--- config.mk ---
export PLATFORM = sky130hd
export DESIGN_NAME = waterfall_renderer_flat
export DESIGN_NICKNAME = d
export VERILOG_FILES = /design/src/rtl/waterfall_pkg.sv /design/src/rtl/waterfall_renderer_if.sv /design/src/rtl/delayShiftRegister.sv /design/src/rtl/waterfall_colormap.sv /design/src/rtl/waterfall_renderer.sv /design/src/flat_wrapper.sv
export SDC_FILE = /design/constraint.sdc
export NUM_CORES = 1
export LEC_CHECK = 0
export ABC_AREA = 1
export CAP_MARGIN = 20
export CORE_AREA = 2 2 88 90
export DETAILED_ROUTE_END_ITERATION = 7
export DIE_AREA = 0 0 90 92
export PLACE_DENSITY = 0.89
export SYNTH_ARGS = -nofsm -noshare
export SYNTH_HDL_FRONTEND = slang
export SYNTH_SLANG_ARGS = --single-unit
--- constraint.sdc ---
create_clock -name hdmi_clk -period 2.4 [get_ports hdmi_clk]
set_input_delay 0.36 -clock hdmi_clk [delete_from_list [all_inputs] [get_ports hdmi_clk]]
set_output_delay 0.36 -clock hdmi_clk [all_outputs]
set_load 0.03 [all_outputs]
--- src/rtl/waterfall_pkg.sv ---
// Shared types and constants for the waterfall spectrogram renderer.
// Colormap encodings, fixed colours and the sx/sy-to-rgb latency helper.
package waterfall_pkg;

    typedef enum logic [1:0] {
        CMAP_RED  = 2'd0,
        CMAP_GRAY = 2'd1,
        CMAP_HEAT = 2'd2,
        CMAP_INV  = 2'd3
    } cmap_e;

    localparam logic [23:0] BG_RGB_DEF = 24'h00002D;
    localparam logic [23:0] GRID_RGB   = 24'h404040;

    localparam int GRID_BIN_STEP = 32;
    localparam int GRID_ROW_STEP = 10;

    // Three address stages plus RAM latency plus one colour stage.
    function automatic int pipe_latency(input int rd_latency);
        return 4 + rd_latency;
    endfunction

endpackage

--- src/rtl/waterfall_renderer_if.sv ---
// Read bus between the renderer and the banked FFT history RAM.
// The renderer is the master; the RAM mux drives data_rd back.
interface waterfall_renderer_if #(
    parameter int DATA_WIDTH     = 4,
    parameter int NO_BANKS       = 4,
    parameter int RAM_ADDR_WIDTH = 12
);
    logic                      rd_en;
    logic [NO_BANKS-1:0]       bank_rd;
    logic [RAM_ADDR_WIDTH-1:0] addr_rd;
    logic [DATA_WIDTH-1:0]     data_rd;

    modport master (
        output rd_en,
        output bank_rd,
        output addr_rd,
        input  data_rd
    );

    modport slave (
        input  rd_en,
        input  bank_rd,
        input  addr_rd,
        output data_rd
    );
endinterface

--- src/rtl/delayShiftRegister.sv ---
// Fixed-depth delay line used to align sync and pixel flags with the
// address/RAM/colour pipeline. Synchronous active-high flush.
module delayShiftRegister #(
    parameter int WIDTH = 1,
    parameter int DEPTH = 1
) (
    input  logic             clk,
    input  logic             reset,
    input  logic [WIDTH-1:0] din,
    output logic [WIDTH-1:0] dout
);
    logic [WIDTH-1:0] pipe_q [DEPTH];
    logic [WIDTH-1:0] pipe_d [DEPTH];

    // Shift one slot per clock
    always_comb begin
        pipe_d[0] = din;
        for (int i = 1; i < DEPTH; i++) begin
            pipe_d[i] = pipe_q[i-1];
        end
    end

    // Delay registers, cleared on reset
    always_ff @(posedge clk) begin
        if (reset) begin
            for (int i = 0; i < DEPTH; i++) begin
                pipe_q[i] <= '0;
            end
        end else begin
            pipe_q <= pipe_d;
        end
    end

    assign dout = pipe_q[DEPTH-1];
endmodule

--- src/rtl/waterfall_colormap.sv ---
// Colour stage: expands a magnitude sample to 8-bit intensity and maps it
// through the frame's colormap. Grid override only with WATERFALL_GRID_EN.
module waterfall_colormap
    import waterfall_pkg::*;
#(
    parameter int          DATA_WIDTH = 4,
    parameter logic [23:0] BG         = BG_RGB_DEF
) (
    input  logic                  clk,
    input  logic                  reset,
    input  logic [DATA_WIDTH-1:0] data,
    input  cmap_e                 cmap,
    input  logic                  in_box,
`ifdef WATERFALL_GRID_EN
    input  logic                  grid,
`endif
    output logic [23:0]           rgb
);
    logic [7:0]  inten;
    logic [23:0] col;
    logic [23:0] rgb_d;
    logic [23:0] rgb_q;

    // Replicate the sample MSB-first into 8 bits, then apply the colormap
    always_comb begin
        for (int b = 0; b < 8; b++) begin
            inten[7-b] = data[DATA_WIDTH-1-(b % DATA_WIDTH)];
        end
        col = '0;
        unique case (cmap)
            CMAP_RED:  col = {inten, 8'h00, 8'h00};
            CMAP_GRAY: col = {inten, inten, inten};
            CMAP_HEAT: begin
                if (inten[7]) begin
                    col = {8'hFF, inten[6:0], 1'b0, 8'h00};
                end else begin
                    col = {inten[6:0], 1'b0, 8'h00, 8'h00};
                end
            end
            CMAP_INV:  col = {~inten, ~inten, ~inten};
        endcase
        rgb_d = in_box ? col : BG;
`ifdef WATERFALL_GRID_EN
        if (in_box && grid) begin
            rgb_d = GRID_RGB;
        end
`endif
    end

    // Registered pixel colour
    always_ff @(posedge clk) begin
        if (reset) begin
            rgb_q <= '0;
        end else begin
            rgb_q <= rgb_d;
        end
    end

    assign rgb = rgb_q;
endmodule

--- src/rtl/waterfall_renderer.sv ---
// Spectrogram pixel renderer: raster box -> FFT history bank/address ->
// colormap. Optional grid overlay when WATERFALL_GRID_EN is defined.
module waterfall_renderer
    import waterfall_pkg::*;
#(
    parameter int          DATA_WIDTH     = 4,
    parameter int          COORDW         = 16,
    parameter int          FFT_BINS       = 256,
    parameter int          NO_FFTS        = 50,
    parameter int          RAM_ADDR_WIDTH = 12,
    parameter int          NO_BANKS       = 4,
    parameter int          BOX_X0         = 0,
    parameter int          BOX_Y0         = 0,
    parameter int          X_SHIFT        = 1,
    parameter int          Y_SHIFT        = 3,
    parameter int          RD_LATENCY     = 2,
    parameter logic [23:0] BG_RGB         = BG_RGB_DEF
) (
    input  logic                       hdmi_clk,
    input  logic                       reset,
    input  logic [COORDW-1:0]          sx,
    input  logic [COORDW-1:0]          sy,
    input  logic [2:0]                 hve_in,
    input  logic [$clog2(NO_FFTS)-1:0] OLDEST_FFT_IDX,
    input  logic [1:0]                 cmap_sel,
    waterfall_renderer_if.master       ram,
    output logic [23:0]                rgb,
    output logic [2:0]                 hve
);
    localparam int IDXW  = $clog2(NO_FFTS);
    localparam int BINW  = $clog2(FFT_BINS);
    localparam int BOX_W = FFT_BINS << X_SHIFT;
    localparam int BOX_H = NO_FFTS << Y_SHIFT;
    localparam int LAT   = pipe_latency(RD_LATENCY);
`ifdef WATERFALL_GRID_EN
    localparam int FLW   = 2;
`else
    localparam int FLW   = 1;
`endif

    logic [IDXW-1:0] idx_d, idx_q;
    cmap_e           cmap_d, cmap_q;

    logic            a1_in_box_d, a1_in_box_q;
    logic [BINW-1:0] a1_bin_d, a1_bin_q;
    logic [IDXW-1:0] a1_r_d, a1_r_q;

    logic            a2_in_box_d, a2_in_box_q;
    logic [BINW-1:0] a2_bin_d, a2_bin_q;
    logic [IDXW-1:0] a2_row_d, a2_row_q;

    logic                      rd_en_d, rd_en_q;
    logic [NO_BANKS-1:0]       bank_d, bank_q;
    logic [RAM_ADDR_WIDTH-1:0] addr_d, addr_q;

    logic [31:0]     dx, dy, lin;
    logic [IDXW:0]   row_sum;
    logic            in_box_c;
    logic [FLW-1:0]  flags_in, flags_dly;

    // Latch scroll index and colormap once per frame at the raster origin
    always_comb begin
        idx_d  = idx_q;
        cmap_d = cmap_q;
        if (sx == '0 && sy == '0) begin
            idx_d  = (32'(OLDEST_FFT_IDX) < 32'(NO_FFTS)) ? OLDEST_FFT_IDX : '0;
            cmap_d = cmap_e'(cmap_sel);
        end
    end

    // Address pipeline: box test, ring-row wrap, linear -> bank/address
    always_comb begin
        dx       = 32'(sx) - 32'(BOX_X0);
        dy       = 32'(sy) - 32'(BOX_Y0);
        in_box_c = (dx < 32'(BOX_W)) && (dy < 32'(BOX_H));

        a1_in_box_d = in_box_c;
        a1_bin_d    = BINW'(dx >> X_SHIFT);
        a1_r_d      = IDXW'(dy >> Y_SHIFT);

        row_sum = (IDXW+1)'(idx_q) + (IDXW+1)'(a1_r_q);
        if (row_sum >= (IDXW+1)'(NO_FFTS)) begin
            row_sum = row_sum - (IDXW+1)'(NO_FFTS);
        end
        a2_in_box_d = a1_in_box_q;
        a2_bin_d    = a1_bin_q;
        a2_row_d    = IDXW'(row_sum);

        lin     = 32'({a2_row_q, a2_bin_q});
        rd_en_d = a2_in_box_q;
        addr_d  = a2_in_box_q ? lin[RAM_ADDR_WIDTH-1:0] : addr_q;
        bank_d  = '0;
        for (int b = 0; b < NO_BANKS; b++) begin
            if (a2_in_box_q && ((lin >> RAM_ADDR_WIDTH) == 32'(b))) begin
                bank_d[b] = 1'b1;
            end
        end
    end

    // Pixel flags travelling alongside the pipeline
    always_comb begin
`ifdef WATERFALL_GRID_EN
        flags_in = {((32'(a1_bin_d) % GRID_BIN_STEP) == 0) ||
                    ((32'(a1_r_d) % GRID_ROW_STEP) == 0),
                    in_box_c};
`else
        flags_in = in_box_c;
`endif
    end

    // Frame latch and address stage registers
    always_ff @(posedge hdmi_clk) begin
        if (reset) begin
            idx_q       <= '0;
            cmap_q      <= CMAP_RED;
            a1_in_box_q <= 1'b0;
            a1_bin_q    <= '0;
            a1_r_q      <= '0;
            a2_in_box_q <= 1'b0;
            a2_bin_q    <= '0;
            a2_row_q    <= '0;
            rd_en_q     <= 1'b0;
            bank_q      <= '0;
            addr_q      <= '0;
        end else begin
            idx_q       <= idx_d;
            cmap_q      <= cmap_d;
            a1_in_box_q <= a1_in_box_d;
            a1_bin_q    <= a1_bin_d;
            a1_r_q      <= a1_r_d;
            a2_in_box_q <= a2_in_box_d;
            a2_bin_q    <= a2_bin_d;
            a2_row_q    <= a2_row_d;
            rd_en_q     <= rd_en_d;
            bank_q      <= bank_d;
            addr_q      <= addr_d;
        end
    end

    assign ram.rd_en   = rd_en_q;
    assign ram.bank_rd = bank_q;
    assign ram.addr_rd = addr_q;

    delayShiftRegister #(.WIDTH(3), .DEPTH(LAT)) u_hve_dly (
        .clk   (hdmi_clk),
        .reset (reset),
        .din   (hve_in),
        .dout  (hve)
    );

    // Flags arrive at the colour stage together with data_rd
    delayShiftRegister #(.WIDTH(FLW), .DEPTH(LAT-1)) u_flag_dly (
        .clk   (hdmi_clk),
        .reset (reset),
        .din   (flags_in),
        .dout  (flags_dly)
    );

    waterfall_colormap #(.DATA_WIDTH(DATA_WIDTH), .BG(BG_RGB)) u_cmap (
        .clk    (hdmi_clk),
        .reset  (reset),
        .data   (ram.data_rd),
        .cmap   (cmap_q),
        .in_box (flags_dly[0]),
`ifdef WATERFALL_GRID_EN
        .grid   (flags_dly[FLW-1]),
`endif
        .rgb    (rgb)
    );
endmodule

--- src/flat_wrapper.sv ---
// flat-port wrapper written by rule: the top's interface ports become plain ports
module waterfall_renderer_flat import waterfall_pkg::*;
#(
    parameter int          DATA_WIDTH     = 4,
    parameter int          COORDW         = 16,
    parameter int          FFT_BINS       = 256,
    parameter int          NO_FFTS        = 50,
    parameter int          RAM_ADDR_WIDTH = 12,
    parameter int          NO_BANKS       = 4,
    parameter int          BOX_X0         = 0,
    parameter int          BOX_Y0         = 0,
    parameter int          X_SHIFT        = 1,
    parameter int          Y_SHIFT        = 3,
    parameter int          RD_LATENCY     = 2,
    parameter logic [23:0] BG_RGB         = BG_RGB_DEF
)
  (hdmi_clk, reset, sx, sy, hve_in, OLDEST_FFT_IDX, cmap_sel, rgb, hve, ram_rd_en, ram_bank_rd, ram_addr_rd, ram_data_rd);
  waterfall_renderer_if #(.DATA_WIDTH(DATA_WIDTH), .NO_BANKS(NO_BANKS), .RAM_ADDR_WIDTH(RAM_ADDR_WIDTH)) ram_i ();
  input  logic hdmi_clk;
  input  logic reset;
  input  logic [COORDW-1:0] sx;
  input  logic [COORDW-1:0] sy;
  input  logic [2:0] hve_in;
  input  logic [$clog2(NO_FFTS)-1:0] OLDEST_FFT_IDX;
  input  logic [1:0] cmap_sel;
  output logic [23:0] rgb;
  output logic [2:0] hve;
  output wire logic [$bits(ram_i.rd_en)-1:0] ram_rd_en;
  output wire logic [$bits(ram_i.bank_rd)-1:0] ram_bank_rd;
  output wire logic [$bits(ram_i.addr_rd)-1:0] ram_addr_rd;
  input wire logic [$bits(ram_i.data_rd)-1:0] ram_data_rd;
  assign ram_rd_en = ram_i.rd_en;
  assign ram_bank_rd = ram_i.bank_rd;
  assign ram_addr_rd = ram_i.addr_rd;
  assign ram_i.data_rd = ram_data_rd;
  waterfall_renderer #(.DATA_WIDTH(DATA_WIDTH), .COORDW(COORDW), .FFT_BINS(FFT_BINS), .NO_FFTS(NO_FFTS), .RAM_ADDR_WIDTH(RAM_ADDR_WIDTH), .NO_BANKS(NO_BANKS), .BOX_X0(BOX_X0), .BOX_Y0(BOX_Y0), .X_SHIFT(X_SHIFT), .Y_SHIFT(Y_SHIFT), .RD_LATENCY(RD_LATENCY), .BG_RGB(BG_RGB)) u_core (.hdmi_clk(hdmi_clk), .reset(reset), .sx(sx), .sy(sy), .hve_in(hve_in), .OLDEST_FFT_IDX(OLDEST_FFT_IDX), .cmap_sel(cmap_sel), .ram(ram_i), .rgb(rgb), .hve(hve));
endmodule
==> reports/qor.txt <==
DIE
----------------------------------------------------------------------------------------
Die area                                                                        8280 µm²
Die width                                                                          90 µm
Boundary Pins                                                                         93
CORE AREA                                                                       7447 µm²
Die height                                                                         92 µm
Rows                                                                                  32
Starting utilization of the core area                                             0.4640

POWER
----------------------------------------------------------------------------------------
Clock share of power                                                               0.352
Int Pwr                                                                       0.002088 W
Maximum VDD drop                                                               0.3559 mV
Net switching power                                                          0.0006350 W
Switching share of power                                                          0.2332
Static power due to leakage                                                     2.050 nW
Flop pwr share                                                                     0.570
Power per unit of standard cell area                                        591.9 nW/µm²
Comb power frac                                                                    0.078

FINAL LAYOUT
----------------------------------------------------------------------------------------
Final non-filler cell total                                                          634
Layout cell share with drive strength beyond 1                                   0.05263
Most common cell after layout, fill and taps aside                                nor2_1
Number of nets at the end of the flow                                                584
Footprint of the flip-flops and latches                                         1822 µm²
Top library cells by usage in the layout, fill and taps aside               105 x nor2_1, 91 x clkdlybuf4s50_1, 91 x dfxtp_1
Number of diodes added for antenna fixing                                              0
Area of the multi-input gates                                                   1212 µm²
Area growth from synthesis to layout                                              33.13%
# fillers                                                                            674

STA
----------------------------------------------------------------------------------------
Relative slew margins                                                             0.5114
Final Max Tran Viols                                                                   0
Achievable frequency                                                          0.4568 GHz
Final setup violation count                                                            0
Setup skew after layout                                                      0.005250 ns
Final setup TNS                                                                     0 ns
Transition time at the pin with the least slew margin                          0.7321 ns
Setup repair after global routing missed its margin                                false
Post-layout minimum cycle time                                                  2.189 ns
Count of final hold-check violations                                                   0
Portion of the clock cycle consumed by the worst path in the final layout         0.9122

CLOCK NETWORK
----------------------------------------------------------------------------------------
Post-CTS repair timing setup buffer count                                              0
TritonCTS clock tree                                                                 yes
Clock-pin transition on the worst setup and hold timing paths                    0.09 ns
Clock Latency Late Sink                                                          0.35 ns
TritonCTS buffer count                                                                 9
H-Tree Depth                                                                           3
Clk sinks                                                                             91
Maximum clock path buffer count                                                        2
Count of hold-fix buffers inserted at cts                                              0
Root Buffer                                                                     clkbuf_8

YOSYS
----------------------------------------------------------------------------------------
Number of distinct library cells after synthesis                                      34
Post-synthesis sequential element count                                               91
Synthesized netlist cell count                                                       441
Number of synthesis warnings                                                           0
Post-synthesis sequential area ratio                                              0.5272
Number of enable flip-flop cells after synthesis                                       0
Mean instance size in the synthesized netlist                                  7.836 µm²
Post-Synthesis Net Count                                                             498
Syn Std Cell Area                                                               3456 µm²
Proportion of synthesized flip-flops having asynchronous set or reset                  0
Flip-flop cell with the highest count after synthesis                            dfxtp_1

MIN PATH
----------------------------------------------------------------------------------------
Hold Crit Depth                                                                        2
Capture endpoint of the worst hold path                                     u_core.u_hve_dly.dout[2]$_SDFF_PP0_
Hold path startpoint                                                               reset
Kind of path behind the tightest hold check                                 input pin to flip-flop

GRT
----------------------------------------------------------------------------------------
Remaining global-route overflow                                                        0
Vias in the first global route                                                      2863
Maximum number of pins on one net before global-route repair                          28
Overall global routing resource usage                                             0.1831
Antenna violations before repair                                                       0
First-pass GRT wire length                                                      12210 µm

CRITICAL PATH
----------------------------------------------------------------------------------------
Worst Setup Start Kind                                                         flip-flop
Critical Path Sink Type                                                        flip-flop
Required @ worst endpoint                                                        2.69 ns
CP arrival                                                                       2.48 ns
Terminus of the critical flop-to-flop path                                  u_core.a2_row_q[2]$_SDFF_PP0_
Crit-path max FO                                                                       5
Setup CP Type                                                               flip-flop to flip-flop
Cell count of the worst reg-to-reg path                                               12
Setup slack of the worst register-to-register path                               0.21 ns
Launch point of the worst reg-to-reg path                                   u_core.a1_r_q[0]$_SDFF_PP0_

DRT
----------------------------------------------------------------------------------------
DRC violations left                                                                    0
Average via count per standard cell                                                4.629
Total iterations of the first detailed-routing run                                     4
Mean routed wirelength per cell                                                 11.62 µm
Violation count after the first detailed-routing iteration                           126
Overall routed net length                                                        7364 µm
Number of nets still failing antenna checks after routing                              0
Via Count                                                                           2935

OUTCOME
----------------------------------------------------------------------------------------
Status                                                                         completed

PLACED DESIGN
----------------------------------------------------------------------------------------
Post-DP HPWL                                                                     5639 µm
Post-Place Cells                                                                     618
Final weighted congestion in routability-driven placement                         0.8242
Buffers added on ports                                                                92

FLOW RUN
----------------------------------------------------------------------------------------
Max Cap Violations                                                                     0

## stage by stage
step / total power [W] / hold slack [ns] / worst slack (ns) / cell area, µm² / util
final: 0.002723 / 0.3650 / 0.2106 / 4601 / 0.6178
after global placement: 0.001793 / 0.3890 / 0.2824 / 4404 / 0.5914
after global routing: 0.002833 / 0.3627 / 0.05013 / 4601 / 0.6178
after detailed placement: 0.001801 / 0.3970 / 0.1507 / 4404 / 0.5914
after floorplan: 0.001684 / 0.3883 / 0.3996 / 3456 / -
after CTS: 0.002741 / 0.3547 / 0.1259 / 4593 / 0.6168
## critical path, stage by stage, from the launching register on
cell and delay, ns:
dfxtp_1 0.31, ha_1 0.23, fa_1 0.45, xnor2_2 0.20, ha_1 0.21, nand3_1 0.08, nand2_1 0.08, inv_1 0.04
nand2_1 0.13, nand3_2 0.13, nand2_1 0.08, nand2_1 0.05, nor2_1 0.12
## power groups by stage
stage	Clock, W	Sequential (W)	Combinational (W)
floorplan	0	0.00159	0.0000901
global placement	0	0.00159	0.000206
detailed placement	0	0.00159	0.000212
CTS	0.000975	0.00155	0.000213
global route	0.00104	0.00156	0.000237
finish	0.000957	0.00155	0.000213
## repair_timing
action | 4_1_cts | 5_1_grt
gates resized for setup | 0 | 1
endpoints found under the hold margin | 0 | 0
setup endpoints to repair | 0 | 1
## routing by layer
| layer | track usage | part of all wire | vias up |
|---|---|---|---|
| met5 | 0 | 0 | - |
| met4 | 0.09487 | 0.022 | 0 |
| met3 | 0.04437 | 0.050 | 14 |
| met2 | 0.3352 | 0.52 | 86 |
| met1 | 0.1953 | 0.41 | 1333 |
| li1 | - | - | 1502 |
## Yosys cell counts (2+ instances only)
master | number | area share
xor2_1 | 2 | 0.0051
ha_1 | 7 | 0.025
buf_1 | 3 | 0.0033
o21ai_1 | 2 | 0.0029
nand3_2 | 3 | 0.0087
nand3_1 | 11 | 0.016
inv_1 | 85 | 0.092
nand2_1 | 44 | 0.048
buf_4 | 8 | 0.017
o21ai_0 | 29 | 0.042
o21a_1 | 2 | 0.0043
nand4_1 | 3 | 0.0054
xnor2_1 | 2 | 0.0051
clkbuf_1 | 6 | 0.0065
nor4_1 | 2 | 0.0036
nor2_1 | 105 | 0.11
dfxtp_1 | 91 | 0.53
a21oi_1 | 13 | 0.019
nor3_1 | 8 | 0.012
## final cells by class
cell class	instances	share of cell area
Sequential cell	91	0.3960
Multi-Input combinational cell	246	0.2635
Tap cell	102	0.02774
Timing Repair Buffer	94	0.2023
Inverter	85	0.06935
Clock inverter	5	0.008159
Clock buffer	11	0.03291
## how the worst max path moves through the flow
stage	from	endpoint	slack [ns]	depth (start not counted)
2_1_floorplan	u_core.a1_r_q[0]$_SDFF_PP0_	u_core.a2_row_q[2]$_SDFF_PP0_	0.40	11
3_3_place_gp	sx[6]	u_core.idx_q[5]$_SDFFE_PP0P_	0.28	9
3_5_place_dp	u_core.idx_q[0]$_SDFFE_PP0P_	u_core.a2_row_q[2]$_SDFF_PP0_	0.15	12
4_1_cts	u_core.a1_r_q[0]$_SDFF_PP0_	u_core.a2_row_q[2]$_SDFF_PP0_	0.13	12
5_1_grt	u_core.idx_q[0]$_SDFFE_PP0P_	u_core.a2_row_q[2]$_SDFF_PP0_	0.05	12
6_report	u_core.a1_r_q[0]$_SDFF_PP0_	u_core.a2_row_q[2]$_SDFF_PP0_	0.21	12
## state kept, by name (all words and copies together), names as in the netlist
| name | cells |
|---|---|
| u_core.a1_bin_q | 8 |
| u_core.a1_in_box_q | 1 |
| u_core.a1_r_q | 6 |
| u_core.a2_bin_q | 8 |
| u_core.a2_in_box_q | 1 |
| u_core.a2_row_q | 6 |
| u_core.cmap_q | 2 |
| u_core.idx_q | 6 |
| u_core.ram.addr_rd | 12 |
| u_core.ram.bank_rd | 4 |
| u_core.ram.rd_en | 1 |
| u_core.u_cmap.rgb | 16 |
| u_core.u_flag_dly.dout | 1 |
| u_core.u_flag_dly.pipe_d | 1 |
| u_core.u_hve_dly.dout | 3 |
| u_core.u_hve_dly.pipe_d | 15 |
## kinds of logic after synthesis
kind of cell / Yosys count / share of synthesized area
buffers and inverters: 104 / 0.1242
DFF: 91 / 0.5272
xor gates and xnor gates: 4 / 0.01014
adders and majority gates: 8 / 0.03114
AOI/OAI and AO/OA: 50 / 0.07712
and+or+nand+nor: 184 / 0.2303
Note: power is estimated with default switching activity, not from simulation.
